[config.mk]
export PLATFORM = sky130hd
export DESIGN_NAME = eth_frame_gen
export DESIGN_NICKNAME = d
export VERILOG_FILES = /design/src/rtl/eth_frame_gen_pkg.sv /design/src/rtl/eth_frame_gen_lfsr.sv /design/src/rtl/eth_frame_gen.sv
export SDC_FILE = /design/constraint.sdc
export NUM_CORES = 1
export LEC_CHECK = 0
export CORE_ASPECT_RATIO = 1.2
export CORE_MARGIN = 2
export CORE_UTILIZATION = 48
export CTS_CLUSTER_DIAMETER = 30
export DETAILED_ROUTE_END_ITERATION = 16
export GPL_TIMING_DRIVEN = 0
export PLACE_DENSITY = 0.76
export REMOVE_ABC_BUFFERS = 1
export SYNTH_ARGS = -nofsm -noshare
export SYNTH_HDL_FRONTEND = slang
export SYNTH_SLANG_ARGS = --single-unit
[constraint.sdc]
create_clock -name clk -period 22 [get_ports clk]
set_input_delay 3.3 -clock clk [delete_from_list [all_inputs] [get_ports clk]]
set_output_delay 3.3 -clock clk [all_outputs]
set_load 0.02 [all_outputs]
[src/rtl/eth_frame_gen_pkg.sv]
// Shared types and constants for the Ethernet frame generator.
// Byte offsets describe the fixed header that precedes the LFSR payload.
package eth_frame_gen_pkg;

    typedef enum logic [1:0] {
        ST_IDLE,
        ST_FRAME,
        ST_GAP,
        ST_DONE
    } state_t;

    localparam logic [15:0] OFF_DST     = 16'd0;
    localparam logic [15:0] OFF_SRC     = 16'd6;
    localparam logic [15:0] OFF_TYPE    = 16'd12;
    localparam logic [15:0] OFF_TS      = 16'd14;
    localparam logic [15:0] OFF_SEQ     = 16'd22;
    localparam logic [15:0] OFF_PAYLOAD = 16'd26;

    // Galois form of x^32+x^22+x^2+x+1, shifting towards bit 0
    localparam logic [31:0] LFSR_POLY = 32'h80200003;

    function automatic logic [31:0] lfsr_advance(input logic [31:0] v);
        return (v >> 1) ^ (v[0] ? LFSR_POLY : 32'h0);
    endfunction

endpackage

[src/rtl/eth_frame_gen_lfsr.sv]
// 32-bit Galois LFSR for frame payload; a zero seed is replaced by 1 so the
// register can never lock up in the all-zero state.
module eth_frame_gen_lfsr
    import eth_frame_gen_pkg::*;
(
    input  logic        clk,
    input  logic        rst_n,
    input  logic        load,
    input  logic [31:0] seed,
    input  logic        step,
    output logic [31:0] value
);

    always_ff @(posedge clk) begin
        if (!rst_n) begin
            value <= 32'd1;
        end else if (load) begin
            value <= (seed == 32'd0) ? 32'd1 : seed;
        end else if (step) begin
            value <= lfsr_advance(value);
        end
    end

endmodule

[src/rtl/eth_frame_gen.sv]
// Byte-wide AXI4-Stream Ethernet frame generator: header, timestamp, sequence
// number and LFSR payload, with programmable length, inter-frame gap and count.
module eth_frame_gen
    import eth_frame_gen_pkg::*;
#(
    parameter int unsigned C_MIN_LENGTH = 60,
    parameter int unsigned C_MAX_LENGTH = 1514
) (
    input  logic        clk,
    input  logic        rst_n,
    input  logic        enable,
    input  logic [63:0] current_time,
    input  logic        time_running,
    input  logic [15:0] cfg_frame_length,
    input  logic [31:0] cfg_gap,
    input  logic [31:0] cfg_frame_count,
    input  logic [47:0] cfg_dst_mac,
    input  logic [47:0] cfg_src_mac,
    input  logic [15:0] cfg_ethertype,
    input  logic [31:0] cfg_seed,
    output logic [7:0]  m_axis_tdata,
    output logic        m_axis_tvalid,
    output logic        m_axis_tlast,
    input  logic        m_axis_tready,
    output logic [63:0] frames_sent,
    output logic        busy,
    output logic        done
);

    localparam logic [15:0] MIN_LEN = 16'(C_MIN_LENGTH);
    localparam logic [15:0] MAX_LEN = 16'(C_MAX_LENGTH);

    state_t      state;
    logic        tvalid_r;
    logic        done_r;
    logic [63:0] frames_cnt;
    logic [15:0] idx;
    logic [31:0] gap_cnt;
    logic [31:0] seq;
    logic [31:0] run_cnt;

    logic [15:0] len_lat;
    logic [31:0] gap_lat;
    logic [47:0] dst_lat;
    logic [47:0] src_lat;
    logic [15:0] type_lat;
    logic [63:0] ts_lat;

    logic [31:0]  lfsr_value;
    logic         unused_lfsr_hi;
    logic         hs;
    logic         last_byte;
    logic         run_start;
    logic         start_frame;
    logic [207:0] hdr_vec;
    logic [207:0] hdr_shift;

    function automatic logic [15:0] clamp_len(input logic [15:0] l);
        if (l < MIN_LEN) return MIN_LEN;
        if (l > MAX_LEN) return MAX_LEN;
        return l;
    endfunction

    assign hs          = tvalid_r & m_axis_tready;
    assign last_byte   = (idx == len_lat - 16'd1);
    assign run_start   = (state == ST_IDLE) && enable && time_running;
    assign start_frame = run_start ||
                         ((state == ST_GAP) && (gap_cnt == 32'd0) && enable && time_running);

    eth_frame_gen_lfsr u_lfsr (
        .clk   (clk),
        .rst_n (rst_n),
        .load  (run_start),
        .seed  (cfg_seed),
        .step  (hs && (idx >= OFF_PAYLOAD)),
        .value (lfsr_value)
    );

    assign unused_lfsr_hi = ^lfsr_value[31:8];

    always_ff @(posedge clk) begin
        if (!rst_n) begin
            state      <= ST_IDLE;
            tvalid_r   <= 1'b0;
            done_r     <= 1'b0;
            frames_cnt <= 64'd0;
            idx        <= 16'd0;
            gap_cnt    <= 32'd0;
            seq        <= 32'd0;
            run_cnt    <= 32'd0;
        end else begin
            case (state)
                ST_IDLE: begin
                    if (run_start) begin
                        state    <= ST_FRAME;
                        tvalid_r <= 1'b1;
                        idx      <= 16'd0;
                        seq      <= 32'd0;
                        run_cnt  <= 32'd0;
                    end
                end
                ST_FRAME: begin
                    if (hs) begin
                        if (last_byte) begin
                            frames_cnt <= frames_cnt + 64'd1;
                            seq        <= seq + 32'd1;
                            run_cnt    <= run_cnt + 32'd1;
                            tvalid_r   <= 1'b0;
                            idx        <= 16'd0;
                            gap_cnt    <= gap_lat;
                            if ((cfg_frame_count != 32'd0) &&
                                (run_cnt + 32'd1 == cfg_frame_count)) begin
                                state  <= ST_DONE;
                                done_r <= 1'b1;
                            end else if (!enable) begin
                                state <= ST_IDLE;
                            end else begin
                                state <= ST_GAP;
                            end
                        end else begin
                            idx <= idx + 16'd1;
                        end
                    end
                end
                ST_GAP: begin
                    // Expired gap holds here while enabled but the timer is stopped
                    if (gap_cnt != 32'd0) begin
                        gap_cnt <= gap_cnt - 32'd1;
                    end else if (!enable) begin
                        state <= ST_IDLE;
                    end else if (time_running) begin
                        state    <= ST_FRAME;
                        tvalid_r <= 1'b1;
                        idx      <= 16'd0;
                    end
                end
                ST_DONE: begin
                    if (!enable) begin
                        state  <= ST_IDLE;
                        done_r <= 1'b0;
                    end
                end
                default: state <= ST_IDLE;
            endcase
        end
    end

    // Per-frame snapshot of configuration and time; pure data, no reset needed
    always_ff @(posedge clk) begin
        if (start_frame) begin
            len_lat  <= clamp_len(cfg_frame_length);
            gap_lat  <= cfg_gap;
            dst_lat  <= cfg_dst_mac;
            src_lat  <= cfg_src_mac;
            type_lat <= cfg_ethertype;
            ts_lat   <= current_time;
        end
    end

    assign hdr_vec   = {dst_lat, src_lat, type_lat, ts_lat, seq};
    assign hdr_shift = hdr_vec << {idx[4:0], 3'b000};

    always_comb begin
        m_axis_tdata = 8'h00;
        if (tvalid_r) begin
            m_axis_tdata = (idx < OFF_PAYLOAD) ? hdr_shift[207:200] : lfsr_value[7:0];
        end
    end

    assign m_axis_tvalid = tvalid_r;
    assign m_axis_tlast  = tvalid_r & last_byte;
    assign frames_sent   = frames_cnt;
    assign busy          = (state != ST_IDLE);
    assign done          = done_r;

endmodule

# After elaboration in Yosys (flattened, before gate mapping)
# Cells that the tools add are included.
# op_classes
order_cmp	4
n_mux	55
reduce_logical	26
n_addsub	6
eq_ne	15
bitwise_logic	3
shift	1
# op_table
op	count
32-bit 2-to-1 mux	12
208-bit by 8-bit left shift with 208-bit output	1
32-bit case mux with 2 select lines	3
16-bit 2-to-1 mux	10
32-bit by 1-bit adder with 32-bit output, second input constant	2
64-bit by 1-bit adder with 64-bit output, second input constant	1
32-bit logical NOT	2
32-bit nonzero test	2
16-bit case mux with 3 select lines	1
32-bit equality test	1
32-bit by 1-bit subtractor with 32-bit output, second input constant	1
31-bit by 32-bit bitwise XOR with 32-bit output	1
2-bit 2-to-1 mux	9
16-bit by 1-bit adder with 16-bit output, second input constant	1
16-bit equality test	1
16-bit by 5-bit >= comparator with 1-bit output, second input constant	1
16-bit by 11-bit greater-than comparator with 1-bit output, second input constant	1
16-bit by 5-bit < comparator with 1-bit output, second input constant	1
16-bit by 6-bit < comparator with 1-bit output, second input constant	1
8-bit 2-to-1 mux	2
2-bit inequality test, second input constant	8
16-bit by 1-bit subtractor with 16-bit output, second input constant	1
1-bit 2-to-1 mux	15
6-bit AND reduction	2
17 further kinds	30
# word_totals
inputBits	293
wordCells	125
ff_bits	436

# Logic depth before layout (Yosys ltp)
# Gate-level depths: netlist (run 1).
# logic_depth
word_depth	10
ltp_mapped	13
ltp_nobuf	10

# Cells and area by module
# Synthesis (run 1) repeated with hierarchy kept, for this count alone.
# hier_totals
cells_unflattened	2051
area_unflattened_um2	21201.6
# modules_own_cells
mod	n_inst	cells_per_inst	area_each_um2
eth_frame_gen	1	1863	19641.3
eth_frame_gen_lfsr	1	188	1560.2

# Least setup slack after synthesis (run 1)
# No wires, ideal clock.
# synth_timing
path_kind	input -> register
startpoint	input port time_running
endpoint	register dst_lat[0] (enable)
setup_slack_ps	1082
stages	2
arrival_ps	19776
setup_time_ps	1142
t_required_ps	20858
n_path_buf	0
path_cell_list	nand2_1 -> a211oi_1
# synth_via
elab_chain_len	2
word_cells_on_any_way	3
cone_classes	reduce/logical: 3
# synth_lines
item	line	text
from (decl)	eth_frame_gen.sv:13	input logic time_running,
1-bit logical AND (on tied branches)	eth_frame_gen.sv:66, eth_frame_gen.sv:68	
1-bit logical OR *	eth_frame_gen.sv:67	assign start_frame = run_start ||
via start_frame	eth_frame_gen.sv:54	logic start_frame;
to (signal assigned)	eth_frame_gen.sv:153	dst_lat <= cfg_dst_mac;
to (decl)	eth_frame_gen.sv:44	logic [47:0] dst_lat;
# Mark *: on every way through the listed nets, which the timed path passes. The rest lies on a longest branch.
# A chain may end at the register's enable or synchronous reset.

# Worst setup path after layout (run 1)
# layout_timing
startpoint	register idx[3]
endpoint	output port m_axis_tdata[0]
# layout_via
elab_chain_len	3
word_cells_on_any_way	4
cone_classes	order compare: 1; shift: 1; mux: 2
# layout_lines
item	line	text
from (decl)	eth_frame_gen.sv:37	logic [15:0] idx;
from (signal assigned)	eth_frame_gen.sv:121	idx <= idx + 16'd1;
208-bit by 8-bit left shift with 208-bit output / 16-bit by 5-bit < comparator with 1-bit output (equally long branches)	eth_frame_gen.sv:161, eth_frame_gen.sv:166	
8-bit 2-to-1 mux *	eth_frame_gen.sv:166	m_axis_tdata = (idx < OFF_PAYLOAD) ? hdr_shift[207:200] : lfsr_value[7:0];
8-bit 2-to-1 mux *	eth_frame_gen.sv:165	if (tvalid_r) begin
to (decl)	eth_frame_gen.sv:21	output logic [7:0] m_axis_tdata,
# Mark *: on every way between the ends. The rest lies on a longest branch, timed or not.

==> results.toml, run 1 <==
[run_status]
status = "complete, no violations"

[floorplanning]
start_util_pct = 48.6
die_y_um = 234
die_w_um = 196
fp.coreArea_um2 = 43700
num_rows = 84
ios = 369
die-area_um2 = 45900

[sta]
tightestPinTransition_ps = 1290
clock_skew_ps = 25.7
slew_viol_final = 0
setup_viol = 0
max_slew_margin_pct = 14.1
setup_ws_ps = 13920
post-route-period-util_pct = 36.7
fmax_ghz = 0.124
min_period_ps = 8080
rsz0062_at_grt = "no"
hold_viol = 0

[logic_synthesis]
syn-cell-area_um2 = 21200
ys_seq_elements = 436
yosysUniqueCellTypes = 78
async_reset_ff_share_pct = 0
synth_warnings = 0
synth_edf_count = 224
syn_inst = 2101
synth.area.top_cells = "edfxtp_1 (32%), dfxtp_1 (20%), mux4_2 (4.2%)"
yosysSeqAreaShare_pct = 51.7
yosys.area.top_type = "edfxtp_1"
synthTopCellsByCount = "edfxtp_1 (224), nand2_1 (214), dfxtp_1 (212), nor2_1 (184), a21oi_1 (127)"
avgSynthCellArea_um2 = 10.1
synth_flop_cell = "edfxtp_1"
synth_top_area_share_pct = 31.7
yosysMostFrequentCell = "edfxtp_1"

[worst_setup_path]
cp_data_arrival_time_ps = 4780
crit_path_max_incr_delay_ps = 1090
endpoint_kind = "output pin"
critPathLaunchType = "register"
cpMaxStageDelayCell = "dfxtp_1"
crit_chain = "inv_1, or2_2, o221ai_1, o21ai_0, o311ai_0, o21ai_0, mux2i_1, nor2_1, clkdlybuf4s50_1"
critPathBufInv = 2
crit_required_ps = 18700
cp.depth = 9
crit_type = "reg -> out"
reg2reg_depth = 10
critical_path.top_delay_family = "buffers and inverters"
critPathMostFrequentCell = "o21ai_0"
critPathMaxFanout = 24

[cts]
htree_levels = 3
ctsResizeCount = 0
postCtsSetupRepairBufs = 0
cts_hold_buf = 0
clock-sinks = 436
cts_buffers = 91
cts_root_buffer = "clkbuf_16"
clk_latency_ps = 620
cts_tree = "yes"
clk_pin_slew_ps = 50
cts_buffer_depth = 3

[global_route]
grt_max_degree = 74
grt.total_usage_pct = 26.2
grt_pass1_vias = 18158
antenna_found_initial = 3
grt_pass1_wl_mm = 95.1
gr-total-overflow = 0

[pwr]
power.leakage_nw = 9.45
ir_worst_vdd_mv = 0.0764
power_density_nw_per_um2 = 83.0

[finish]
utilization_pct = 65.5
syn_to_final_growth_pct = 34.9
final_area_um2 = 28600
drive_gt1_share_pct = 10.5
num-nets-final = 2757

[place]
io_buffers = 368
dp_slack_ps = 14520
placed_area_um2 = 25600
gp_congestion = 0.869
dp_hpwl_mm = 43.2

[detailed_routing]
vias = 18240
drt_iter0_markers = 1256
routed_via_density = 5.90
wl_per_cell_um = 19.8
dr.pass1.iters = 5
wl_mm = 61.2
ant_nets = 0
drc = 0

[hold_path]
hold_class = "reg -> reg"
hold_depth = 2

[flow_run]
maxCapViolCount = 0
area by class of cell:
type,instances,area (µm²)
inverters,51,194
repair buffers,391,4130
multi-input cells,1486,9600
diodes,2,5.00
flip-flops and latches,436,11000
clock buffers,118,2530
fillers,3264,15100
clock inverters,51,505
well taps,559,699
layout by cell type, fill, tap and decap left out, drive strengths merged, types with 37 or more instances in the layout:
cell	instances
clkdlybuf4s50	367
edfxtp	224
nand2	215
dfxtp	212
nor2	184
a21oi	127
clkbuf	118
o21ai	104
xnor2	71
mux2i	67
nand3	66
nor4	63
nor3	61
nand4	60
inv	57
a211oi	45
mux4	40
or3	39
xor2	37
layer usage:
layer	vias up	global-route usage (%)	routed length, µm
met1	8738	29.6	23200
met3	147	6.42	4920
met5	-	0	13
li1	8584	-	-
met4	2	12.0	2250
met2	769	47.0	30800
power by group:
part	internal (W)	total, W	switching, W
combinational	0.0000867	0.000154	0.0000677
clock	0.000874	0.00133	0.000454
sequential	0.000883	0.000896	0.0000137
total	0.00184	0.00238	0.000536
registers in the layout, indices dropped and copies added (netlist names):
register       cells
len_lat           16
gap_cnt           32
seq               32
gap_lat           32
ts_lat            64
done               1
m_axis_tvalid      1
state              2
src_lat           48
run_cnt           32
idx               16
u_lfsr.value      32
type_lat          16
dst_lat           48
frames_sent       64
metrics by stage:
step           std cells  setup TNS, ps  hold slack (ps)  power, W
5_1_grt             3094              0              487   0.00245
3_5_place_dp        2923              0              441   0.00107
2_1_floorplan       1973              0              454  0.000980
6_report            3094              0              464   0.00238
4_1_cts             3092              0              463   0.00240
3_3_place_gp        2900       -1214950              432   0.00107
cell families (layout without fill, tap and decap cells):
logic type                 Yosys count  count (layout)  share of synthesized area, %
other                                1               7                        0.0177
adders and majority gates            7               7                         0.412
xor gates and xnor gates           108             108                          4.45
AOI/OAI and AO/OA                  418             418                          12.3
DFF                                436             436                          51.7
muxes                              115             115                          7.82
buffers and inverters              183             611                          3.32
and+or+nand+nor                    833             833                          20.0
tightest hold or removal path, cell delays in order (launching register included):
cell     delay [ps]
dfxtp_1         320
inv_1            50
a21oi_1          50
final timing paths:
check | startpoint | endpoint | slack, ps
worst max-delay path | idx[3] | m_axis_tdata[0] | 13920
worst min-delay path | done | done | 460
worst max register to register | len_lat[0] | gap_cnt[25] | 17200
worst min register to register | done | done | 460
(Power assumes the default switching activity.)
==> run 2, diff against run 1 <==
--- a/config.mk
+++ b/config.mk
@@ -7,11 +7,11 @@
 export LEC_CHECK = 0
 export CORE_ASPECT_RATIO = 1.2
 export CORE_MARGIN = 2
-export CORE_UTILIZATION = 48
+export CORE_UTILIZATION = 54
 export CTS_CLUSTER_DIAMETER = 30
 export DETAILED_ROUTE_END_ITERATION = 16
 export GPL_TIMING_DRIVEN = 0
-export PLACE_DENSITY = 0.76
+export PLACE_DENSITY = 0.81
 export REMOVE_ABC_BUFFERS = 1
 export SYNTH_ARGS = -nofsm -noshare
 export SYNTH_HDL_FRONTEND = slang
==> constraint.sdc (replaced) <==
create_clock -name clk -period 7.5 [get_ports clk]
set_input_delay 1.125 -clock clk [delete_from_list [all_inputs] [get_ports clk]]
set_output_delay 1.125 -clock clk [all_outputs]
set_load 0.02 [all_outputs]
==> results.toml, run 2 (same netlist as run 1, synthesis figures left out) <==
[global_route]
grt.total_usage_pct = 30.9
grt_pass1_wl_mm = 98.8
gr-total-overflow = 0
grt_pass1_vias = 18566
grt_max_degree = 94
antenna_found_initial = 4

[sta]
clock_skew_ps = 28.8
max_slew_margin_pct = 11.5
setup_viol = 0
rsz0062_at_grt = "no"
tightestPinTransition_ps = 1330
setup_ws_ps = 1220
slew_viol_final = 0
post-route-period-util_pct = 83.7
hold_viol = 0
min_period_ps = 6280
fmax_ghz = 0.159
setup_tns_ps = 0

[pwr]
power.share.sequential_pct = 38.4
power.switching_w = 0.00148
p_sw_share_pct = 21.6
power.leakage_nw = 9.37
ir_worst_vdd_mv = 0.211
power.internal_w = 0.00536
pwr-share-comb_pct = 6.8
p_clk_share_pct = 54.8
power_density_nw_per_um2 = 241

[detailed_routing]
ant_nets = 0
routed_via_density = 6.10
wl_per_cell_um = 21.1
drt_iter0_markers = 1820
wl_met3_mm = 5.15
vias = 18529
drc = 0
met1Wirelength_mm = 23.5
dr.pass1.iters = 5
top_layer_used = "met4"
wl_met2_mm = 32.6
wl_mm = 64.1

[finish]
final_area_um2 = 28400
mostFrequentLayoutCell = "clkdlybuf4s50_1"
utilization_pct = 73.2
layout_common_cells = "clkdlybuf4s50_1 (367), edfxtp_1 (224), nand2_1 (213), dfxtp_1 (209), nor2_1 (183)"
syn_to_final_growth_pct = 33.6
num-nets-final = 2743
drive_gt1_share_pct = 9.61

[place]
io_buffers = 368
dp_slack_ps = 2140
gp_congestion = 0.907
placed_area_um2 = 25600
dp_hpwl_mm = 42.2

[floorplanning]
num_rows = 79
die-area_um2 = 40900
die_y_um = 221
ios = 369
start_util_pct = 54.8
die_w_um = 185
fp.coreArea_um2 = 38700

[cts]
cts_hold_buf = 0
cts_buffers = 78
clk_latency_ps = 610
postCtsSetupRepairBufs = 0
ctsResizeCount = 0
htree_levels = 3
clk_pin_slew_ps = 50
cts_buffer_depth = 3
cts_tree = "yes"
clock-sinks = 436
cts_root_buffer = "clkbuf_16"

[worst_setup_path]
cpMaxStageDelayCell = "dfxtp_1"
cp_data_arrival_time_ps = 5150
crit_type = "reg -> out"
critical_path.top_delay_family = "buffers and inverters"
critPathBufInv = 2
crit_required_ps = 6380
critPathMostFrequentCell = "o21ai_0"
endpoint_kind = "output pin"
critPathMaxFanout = 24
critPathLaunchType = "register"
r2r_slack_ps = 2650
crit_chain = "inv_1, or2_2, o22ai_1, o21ai_0, o311ai_0, o21ai_0, mux2i_1, nor2_1, clkdlybuf4s50_1"
crit_path_max_incr_delay_ps = 1170

[flow_run]
maxCapViolCount = 0

[hold_path]
hold_class = "reg -> reg"

[run_status]
status = "complete, no violations"
==> run 2: cell types whose count changed in the layout (fill, tap and decap cells not counted), sizes merged <==
cell	change
clkbuf	-12
diode	+2
clkinv	-8
bufinv	+7
clkinvlp	-9
inv	-2
buf	-1
==> run 2: final timing paths <==
| path | startpoint | to | depth (start not counted) |
|---|---|---|---|
| max | idx[3] | m_axis_tdata[2] | 9 |
| min | done | done | 2 |
| max reg2reg | idx[3] | gap_cnt[25] | 8 |
| min reg2reg | done | done | 2 |
==> run 2: area by class of cell <==
type,count,area [µm²]
diodes,4,10.0
clock buffers,106,2250
clock inverters,39,558
fillers,2572,10400
inverters,51,194
multi-input cells,1486,9600
flip-flops and latches,436,11000
well taps,526,658
repair buffers,390,4130
==> run 2: power by group through the flow <==
stage	clock network, W	registers (W)	logic (W)
3_3_place_gp	0	0.00273	0.000408
3_5_place_dp	0	0.00267	0.000453
5_1_grt	0.00389	0.00263	0.000494
2_1_floorplan	0	0.00270	0.000174
6_report	0.00374	0.00263	0.000466
4_1_cts	0.00379	0.00263	0.000464
==> run 2: metal layers <==
layer | vias up | GRT usage [%]
li1 | 8545 | -
met1 | 8884 | 35.4
met2 | 915 | 54.0
met3 | 185 | 6.53
met4 | 0 | 15.4
met5 | - | 0
==> run 2: tightest hold or removal path: cells and delay by family (launching register included) <==
kind / cells / cell delay [ps]
buf+inv: 1 / 50
flops: 1 / 310
compound gates: 1 / 50
==> run 2: metrics by stage <==
| step | power [W] | hold WS [ps] | instances |
|---|---|---|---|
| after floorplan | 0.00288 | 454 | 1973 |
| after CTS | 0.00688 | 443 | 3034 |
| after global placement | 0.00314 | 431 | 2867 |
| after detailed placement | 0.00312 | 435 | 2889 |
| after global routing | 0.00701 | 494 | 3038 |
| final | 0.00684 | 445 | 3038 |
==> RTL change: new RTL, settings of run 1 <==
The 4 states of `state_t` get a Gray code encoding in 2 bits.
--- a/src/rtl/eth_frame_gen_pkg.sv
+++ b/src/rtl/eth_frame_gen_pkg.sv
@@ -4,8 +4,8 @@
 
     typedef enum logic [1:0] {
-        ST_IDLE,
-        ST_FRAME,
-        ST_GAP,
-        ST_DONE
+        ST_IDLE  = 2'b00,
+        ST_FRAME = 2'b01,
+        ST_GAP   = 2'b11,
+        ST_DONE  = 2'b10
     } state_t;
 
Behaviour: no difference found for any inputs over 4 cycles, from zero or initial values and one cycle with rst_n low; so few cycles prove little.
==> RTL change against run 1 <==
Design area down 0.50%. Synthesized area down 0.58%. Die area down 0.57%. Sequential cell count unchanged. Routed wire length up 2.6%. Setup slack worse by 0.40 ns. Total power up 1.6%. Highest routed layer unchanged. Combinational power up 6%. Synthesized cell count down 3.7%.
==> RTL change: results (changes against run 1) <==
[worst_setup_path]
crit_fanout=26  ; +8.3%
endpoint=m_axis_tdata[2]
r2r-end=src_lat[25]
max_stage_delay_ns=0.98  ; -0.11 ns
slowest_stage=clkinv_1
critPathArrivalTime_ns=5.18  ; +0.40 ns
r2r-start=gap_cnt[0]

[grt]
grt_pass1_wl_mm=97.0  ; +2.0%
use_met2=0.466  ; -0.00379
grt_max_degree=71  ; -4.1%
grt_use_total=0.272  ; +0.00947
grt_pass1_vias=17700  ; -2.4%
grtUsageMet1=0.331  ; +0.0342

[finish]
finalNonFillerCells=3015  ; -2.6%
fin_nets=2680  ; -2.8%
drive_gt1_frac=0.110  ; +0.00501

[yosys]
synthTopCellsByArea=edfxtp_1 (32%), dfxtp_1 (20%), mux4_2 (4.5%)
synth_xor_area_frac=0.0481  ; +0.00358
post_synth_mux_area_share=0.0670  ; -0.0112
yosys.area_share.adder=0.00415  ; +0.0000242

[place]
placed_cell_area_um2=25400  ; -0.70%
dp_cells=2849  ; -2.5%
place_congestion=0.894  ; +2.9%

[drt]
wl_met3_mm=5.39  ; +9.6%
wl_mm=62.8  ; +2.6%
wl_met2_mm=30.7  ; -0.27%
avgViaCountPerCell=5.99  ; +1.7%
met1Wirelength_mm=24.7  ; +6.4%

[clock_tree]
cts_made_buffers=88  ; -3.3%

[sta]
worst_slack_ns=13.52  ; -0.398 ns
worst_pin_slew_ns=1.32  ; +0.0301 ns

[worst_hold_path]
hp-start=gap_cnt[11]
holdPathEnd=gap_cnt[11]

[power_and_ir_drop]
leakage_nw=9.91  ; +4.9%

[run_status]
status=completed

[RTL change: changes by cell type after synthesis, moves of 21 or more]
cell | before | now
xor2_1 | 37 | 58
a21oi_1 | 127 | 95
nand2_1 | 214 | 149
mux2i_1 | 67 | 39
and3_1 | 17 | 47
[RTL change: cell type report]
type	count	area, um2
antenna	2	5.00
clock buffer	102	2400
clock inverter	62	659
fill	3292	15100
inverter	35	134
multi-input combinational	1431	9560
sequential	436	11000
tap	559	699
timing repair buffer	388	4070
[RTL change: report_power, final]
part | switching, W | internal [W] | total [W]
sequential | 0.0000146 | 0.000884 | 0.000898
combinational | 0.0000744 | 0.0000890 | 0.000163
clock | 0.000451 | 0.000903 | 0.00135
total | 0.000540 | 0.00188 | 0.00242
[RTL change: kinds of logic (layout without fill, tap and decap cells)]
family,Yosys count,count (layout)
simple gates,775,775
compound gates,440,440
flops,436,436
buf+inv,161,587
xor+xnor,116,116
mux,88,88
fa+ha+maj,7,7
other cells,1,7
